<file path="src/rtl/nn_param_loader.sv">
// Parameter-loading controller: one command channel plus a valid/ready beat stream fill an
// off-line staging register, which is committed atomically into one bank of the live parameters.
module nn_param_loader #(
  parameter int unsigned IN_W      = 2,
  parameter int unsigned NUM_BANKS = 5,
  parameter int unsigned LEN_W     = 16,
  parameter logic [NUM_BANKS*LEN_W-1:0] BANK_LENS = {16'd60, 16'd48, 16'd15, 16'd9, 16'd160},
  // Must equal the sum of BANK_LENS; checked at elaboration.
  parameter int unsigned TOTAL     = 292,
  localparam int unsigned SEL_W    = (NUM_BANKS > 1) ? $clog2(NUM_BANKS) : 1
) (
  input  logic                 clk,
  input  logic                 rst,
  input  logic                 cmd_valid,
  output logic                 cmd_ready,
  input  logic [SEL_W-1:0]     cmd_bank,
  input  logic                 in_valid,
  output logic                 in_ready,
  input  logic [IN_W-1:0]      in_data,
  input  logic                 abort,
  output logic [TOTAL-1:0]     params_out,
  output logic [NUM_BANKS-1:0] bank_valid,
  output logic                 busy,
  output logic                 load_done,
  output logic                 err
);

  function automatic int unsigned len_of(input int unsigned b);
    return 32'(BANK_LENS[b*LEN_W +: LEN_W]);
  endfunction

  function automatic int unsigned off_of(input int unsigned b);
    int unsigned acc;
    acc = 0;
    for (int unsigned i = 0; i < b; i++) begin
      acc += len_of(i);
    end
    return acc;
  endfunction

  function automatic int unsigned max_len();
    int unsigned m;
    m = 0;
    for (int unsigned i = 0; i < NUM_BANKS; i++) begin
      if (len_of(i) > m) m = len_of(i);
    end
    return m;
  endfunction

  function automatic int unsigned beats_of(input int unsigned b);
    return (len_of(b) + IN_W - 1) / IN_W;
  endfunction

  localparam int unsigned MaxLen   = max_len();
  localparam int unsigned MaxBeats = (MaxLen + IN_W - 1) / IN_W;
  // Staging holds whole beats; surplus top bits of the first beat are simply never committed.
  localparam int unsigned StgW     = MaxBeats * IN_W;
  localparam int unsigned CntW     = $clog2(MaxBeats + 1);

  if (off_of(NUM_BANKS) != TOTAL) begin : g_bad_total
    $error("TOTAL does not match the sum of BANK_LENS");
  end

  typedef enum logic [1:0] {StIdle, StLoad, StCommit} state_e;

  state_e               state_q, state_d;
  logic [SEL_W-1:0]     bank_q, bank_d;
  logic [CntW-1:0]      beats_q, beats_d;
  logic [StgW-1:0]      stage_q, stage_d;
  logic [TOTAL-1:0]     params_q, params_d;
  logic [NUM_BANKS-1:0] bank_valid_q, bank_valid_d;
  logic                 load_done_q, load_done_d;
  logic                 err_q, err_d;

  function automatic logic [CntW-1:0] beats_for(input logic [SEL_W-1:0] sel);
    logic [CntW-1:0] n;
    n = '0;
    for (int unsigned b = 0; b < NUM_BANKS; b++) begin
      if (sel == SEL_W'(b)) n = CntW'(beats_of(b));
    end
    return n;
  endfunction

  always_comb begin
    state_d      = state_q;
    bank_d       = bank_q;
    beats_d      = beats_q;
    stage_d      = stage_q;
    bank_valid_d = bank_valid_q;
    load_done_d  = 1'b0;
    err_d        = 1'b0;
    unique case (state_q)
      StIdle: begin
        if (cmd_valid) begin
          if (32'(cmd_bank) >= NUM_BANKS) begin
            err_d = 1'b1;
          end else begin
            bank_d  = cmd_bank;
            beats_d = beats_for(cmd_bank);
            stage_d = '0;
            state_d = StLoad;
          end
        end
      end
      StLoad: begin
        // Abort outranks a beat arriving in the same cycle, including the last one.
        if (abort) begin
          state_d = StIdle;
        end else if (in_valid) begin
          stage_d = StgW'({stage_q, in_data});
          beats_d = beats_q - 1'b1;
          if (beats_q == CntW'(1)) state_d = StCommit;
        end
      end
      StCommit: begin
        bank_valid_d[bank_q] = 1'b1;
        load_done_d          = 1'b1;
        state_d              = StIdle;
      end
      default: state_d = StIdle;
    endcase
  end

  // Each bank slice either takes the staged value on its commit cycle or holds.
  for (genvar b = 0; b < NUM_BANKS; b++) begin : g_bank
    localparam int unsigned Len = len_of(b);
    localparam int unsigned Off = off_of(b);
    if (Len == 0) begin : g_bad_len
      $error("zero-length bank is not allowed");
    end else begin : g_slice
      assign params_d[Off +: Len] = (state_q == StCommit && bank_q == SEL_W'(b)) ?
                                    stage_q[Len-1:0] : params_q[Off +: Len];
    end
  end

  always_ff @(posedge clk or posedge rst) begin
    if (rst) begin
      state_q      <= StIdle;
      bank_q       <= '0;
      beats_q      <= '0;
      stage_q      <= '0;
      params_q     <= '0;
      bank_valid_q <= '0;
      load_done_q  <= 1'b0;
      err_q        <= 1'b0;
    end else begin
      state_q      <= state_d;
      bank_q       <= bank_d;
      beats_q      <= beats_d;
      stage_q      <= stage_d;
      params_q     <= params_d;
      bank_valid_q <= bank_valid_d;
      load_done_q  <= load_done_d;
      err_q        <= err_d;
    end
  end

  assign cmd_ready  = (state_q == StIdle);
  assign in_ready   = (state_q == StLoad);
  assign busy       = (state_q != StIdle);
  assign params_out = params_q;
  assign bank_valid = bank_valid_q;
  assign load_done  = load_done_q;
  assign err        = err_q;

endmodule
</file>
<file path="config.mk">
export PLATFORM = sky130hd
export DESIGN_NAME = nn_param_loader
export DESIGN_NICKNAME = d
export VERILOG_FILES = /design/src/rtl/nn_param_loader.sv
export SDC_FILE = /design/constraint.sdc
export NUM_CORES = 1
export LEC_CHECK = 0
export BUFFER_PORTS_ARGS = -buffer_cell sky130_fd_sc_hd__buf_2
export CAP_MARGIN = 40
export CORE_ASPECT_RATIO = 0.6
export CORE_MARGIN = 4
export CORE_UTILIZATION = 51
export DETAILED_ROUTE_END_ITERATION = 10
export HOLD_SLACK_MARGIN = 0.02
export PLACE_DENSITY = 0.7
export SYNTH_ARGS = -nofsm -noshare
export SYNTH_HDL_FRONTEND = slang
export SYNTH_SLANG_ARGS = --single-unit
</file>
<file path="constraint.sdc">
create_clock -name clk -period 16.4 [get_ports clk]
set_input_delay 1.64 -clock clk [delete_from_list [all_inputs] [get_ports clk]]
set_output_delay 1.64 -clock clk [all_outputs]
set_load 0.02 [all_outputs]
</file>
Word-level counts from Yosys, hierarchy flattened
Index checks and enable logic that the tools add are counted.
{"block": "totals", "regBits": 471, "inputBits": 10, "output_inout_bits": 302}
{"block": "op_classes", "n_eq_ne": 17, "muxes": 27, "n_bitwise": 2, "n_addsub": 1, "n_lt_le_gt_ge": 3, "n_reduce_logical": 14}
{"operator": "160-bit 2-to-1 mux", "n": 4}
{"operator": "160-bit case mux with 2 select lines", "n": 1}
{"operator": "7-bit 2-to-1 mux", "n": 9}
{"operator": "7-bit case mux with 2 select lines", "n": 1}
{"operator": "3-bit by 2-bit equality test with 1-bit output (second input constant)", "n": 4}
{"operator": "2-bit 2-to-1 mux", "n": 5}
{"operator": "2-bit != test (second input constant)", "n": 4}
{"operator": "7-bit by 1-bit equality test with 1-bit output (second input constant)", "n": 1}
{"operator": "7-bit by 1-bit subtractor with 7-bit output (second input constant)", "n": 1}
{"operator": "3-bit by 1-bit equality test with 1-bit output (second input constant)", "n": 2}
{"operator": "3-bit equality test (second input constant)", "n": 2}
{"operator": "1-bit logical AND", "n": 6}
{"operator": "3-bit logical NOT", "n": 2}
{"operator": "1-bit 2-to-1 mux", "n": 5}
{"operator": "5-bit OR", "n": 1}
{"operator": "5-bit AND reduction", "n": 1}
{"operator": "3-bit by 4-bit less-than comparator with 1-bit output (second input constant)", "n": 1}
{"operator": "2-bit case mux with 2 select lines", "n": 1}
{"operator": "4-bit AND reduction", "n": 1}
{"operator": "2-bit nonzero test", "n": 2}
{"operator": "1-bit demux with 3-bit select", "n": 1}
{"operator": "3-bit by 1-bit >= comparator with 1-bit output (second input constant)", "n": 1}
{"operator": "3-bit >= comparator (second input constant)", "n": 1}
{"operator": "3-bit by 1-bit != test with 1-bit output (second input constant)", "n": 1}
{"operator": "6 further kinds", "n": 6}

Depth between registers and ports, before layout
{"block": "logic_depth", "depth_word": 9, "mapped_depth": 6}

Least setup slack after synthesis
Ideal clock, no wire load.
{"block": "synth_timing", "path_kind": "input to register", "from": "input cmd_valid", "to": "register stage_q[129]", "t_arrival_ps": 2881, "path_buffers": 2, "setup_slack_ps": 13395, "path_stages": 5, "path_cell_list": "or3b_1 buf_2 o21ai_4 buf_2 mux2_2"}
{"block": "synth_between", "elab_chain_cells": 2}
{"item": "start, declared", "line_no": "14", "source": "input logic cmd_valid,"}
{"item": "2-bit != test (no line)"}
{"item": "5-bit AND reduction (no line)"}
{"item": "end signal, assigned", "line_no": "150", "source": "stage_q <= stage_d;"}
{"item": "end, declared", "line_no": "69", "source": "logic [StgW-1:0] stage_q, stage_d;"}
Every way passes these cells.
A chain may end at the register's enable or synchronous reset.

Final worst setup path
{"block": "layout_timing", "from": "input cmd_valid", "to": "register stage_q[104]"}
The elaborated chain is that of the path after synthesis.

==> summary.txt <==
slowest cell delay on critical path: 0.81 ns
post-CTS setup buffer count: 0
minimum clock period: 3.89 ns
Post-synth EDFFs: 0
Worst EP arrival: 4.31 ns
slowest CP cell: buf_4
TritonCTS clock tree: built
Sink Count: 471
Worst Setup Start Kind: primary input
final wirelength: 42000 µm
synth unique cells: 46
Initial Util: 0.524
number of global-route vias before repair: 11781
LEAKAGE: 12.0 nW
r2r endpoint: stage_q[104]
Mapped Cells: 1311
cell mode on critical path: buf_4
RSZ-0062 raised after global routing: false
initial antenna violation count: 1
share of the synthesized area in the top cell type: 0.634
pre-CTS setup slack: 11.98 ns
Mapped Avg Cell Area: 14.2 µm²
Yosys warning count: 0
multi-input logic area: 0.00617 mm²
first-pass GRT wire length: 67500 µm
CP required: 16.82 ns
DR WL/cell: 19.9 µm
clk buf depth: 3
Storage cell area: 0.0118 mm²
Synth area leaders: dfrtp_1, mux2_2, mux2i_1, nor2_1, inv_1
highest clock rate: 257 MHz
# IOs: 312
Seq/Total Area, Yosys: 0.634
Nets: 1630
Worst-Margin Slew: 0.867 ns
Final ANT Viol Nets: 0
crit-path cells: buf_2 > or3b_1 > o21ai_4 > buf_4 > buf_4 > mux2_2
RR Startpoint: state_q[0]
cell taking the most area after synthesis: dfrtp_1
CORE AREA: 0.0355 mm²
Setup crit start: cmd_valid
Setup TNS: 0 ns
hold path start: bank_valid[3]
DRT Pass-1 Iters: 4
Synth Register Bits: 471
vias per inst: 5.34
drt initial violations: 612
power density cells: 107 mW/mm²
CTS clk-pin slew, worst paths: 0.07 ns
Final Skew: 0.0187 ns
row cnt: 53
mapped cell area: 0.0186 mm²
CTS Hold Bufs: 0
R2R setup slack: 13.15 ns
Peak VDD IR: 0.0705 mV
asr flop ratio synth: 1.00
maximum fanout along the worst path: 56
ratio of cells with drive above 1 in the final layout: 0.467
GR Overflow Total: 0
outcome: complete, no violations
Power Total: 2.37 mW
Post-route DRC: 0
Tot GR Track Use: 0.214
Slew headroom: 0.422
Area Overhead vs Synth: 19.0%
hold endpoint: bank_valid[3]
worst r2r path cells: 5
HP Class: flip-flop to flip-flop
IO buf count: 311
period utilization: 0.237
Final Max Tran Viols: 0
die area: 0.0397 mm²
Filler cells: 2767
most frequent cells in the layout: dfrtp_1, mux2_2, buf_2, nor2_1, mux2i_1
cts bufs inserted: 43
setup violators final: 0
Synth Net Count: 1323
critical path type: primary input to flip-flop
clk_lat worst skew: 0.54 ns
Main synth FF type: dfrtp_1
commonest non-fill, non-tap cell in the layout: dfrtp_1
max-cap violation count: 0
hold path cells: 1
post-CTS sizing: 0
final setup margin: 12.51 ns
DP Wirelength: 27300 µm
die height: 156 µm
Root Buffer: clkbuf_16
crit path capture type: flip-flop
Placer Congestion: 0.770
largest net degree at the start of global routing: 111
Die Wd: 255 µm
H-Tree Depth: 2
DR vias: 11265
Final Hold Fails: 0
## registers in the layout, indices dropped and copies added (netlist names)
name / flops
stage_q: 160
load_done: 1
beats_q: 7
bank_q: 3
bank_valid: 5
err: 1
state_q: 2
params_out: 292
## through the flow
stage	hold slack, ns	cells	util	instance area [µm²]
2_1_floorplan	0.477	1311	-	18600
3_3_place_gp	0.443	2032	0.579	20500
3_5_place_dp	0.449	2040	0.584	20700
4_1_cts	0.467	2109	0.624	22100
5_1_grt	0.480	2110	0.624	22100
6_report	0.465	2110	0.624	22100
## logic make-up (layout without fill, tap and decap cells)
group / count (synthesis) / in the layout / share of synthesized area
compound gates: 24 / 24 / 0.0101
xor+xnor: 1 / 1 / 0.000471
fa+ha+maj: 2 / 2 / 0.00135
buf+inv: 155 / 486 / 0.0361
flops: 471 / 471 / 0.634
mux: 458 / 458 / 0.272
other cells: 0 / 1 / 0
simple gates: 200 / 200 / 0.0466
## metal layers
metal / GRT usage / wire length [µm] / vias to the layer above / part of all wire
met5: 0 / 0 / - / 0
met4: 0.0504 / 767 / 0 / 0.018
met3: 0.0472 / 2170 / 57 / 0.052
met2: 0.337 / 19400 / 238 / 0.46
met1: 0.309 / 19700 / 5892 / 0.47
li1: - / - / 5078 / -
## power breakdown
| part | total, mW | switching (mW) | leakage, nW | internal (mW) |
|---|---|---|---|---|
| Sequential | 1.20 | 0.0215 | 6.56 | 1.18 |
| Clock | 1.01 | 0.424 | 0.685 | 0.585 |
| Combinational | 0.166 | 0.111 | 4.77 | 0.0550 |
| Total | 2.37 | 0.556 | 12.0 | 1.82 |
## synth_stat cells (all sizes together) (3+ instances only)
cell    number
nand2b       7
o211ai       5
nand2       83
o21ai        6
nand3b       3
dfrtp      471
nor2        85
inv         85
nand3        3
buf         41
or3b         3
clkbuf      29
mux2       374
mux2i       84
## how the worst max path moves through the flow
stage / to / cells past startpoint
final: stage_q[104] / 6
after global routing: in_ready / 3
after global placement: stage_q[149] / 6
after floorplan: bank_q[0] / 1
after CTS: in_ready / 3
after detailed placement: stage_q[104] / 6
## final cells by class
type                    instances  area share
flip-flops and latches        471       0.532
multi-input cells             685       0.279
repair buffers                332      0.0841
clock buffers                  60      0.0575
well taps                     467      0.0264
inverters                      85      0.0149
clock inverters                 9     0.00582
diodes                          1    0.000113
## critical path, delay by kind of cell
family | cells | cell delay, ns
AO/OA/AOI/OAI | 1 | 0.18
buffers and inverters | 3 | 1.51
multiplexers | 1 | 0.42
AND/OR/NAND/NOR | 1 | 0.48
Power figures use the tool's default switching activity.
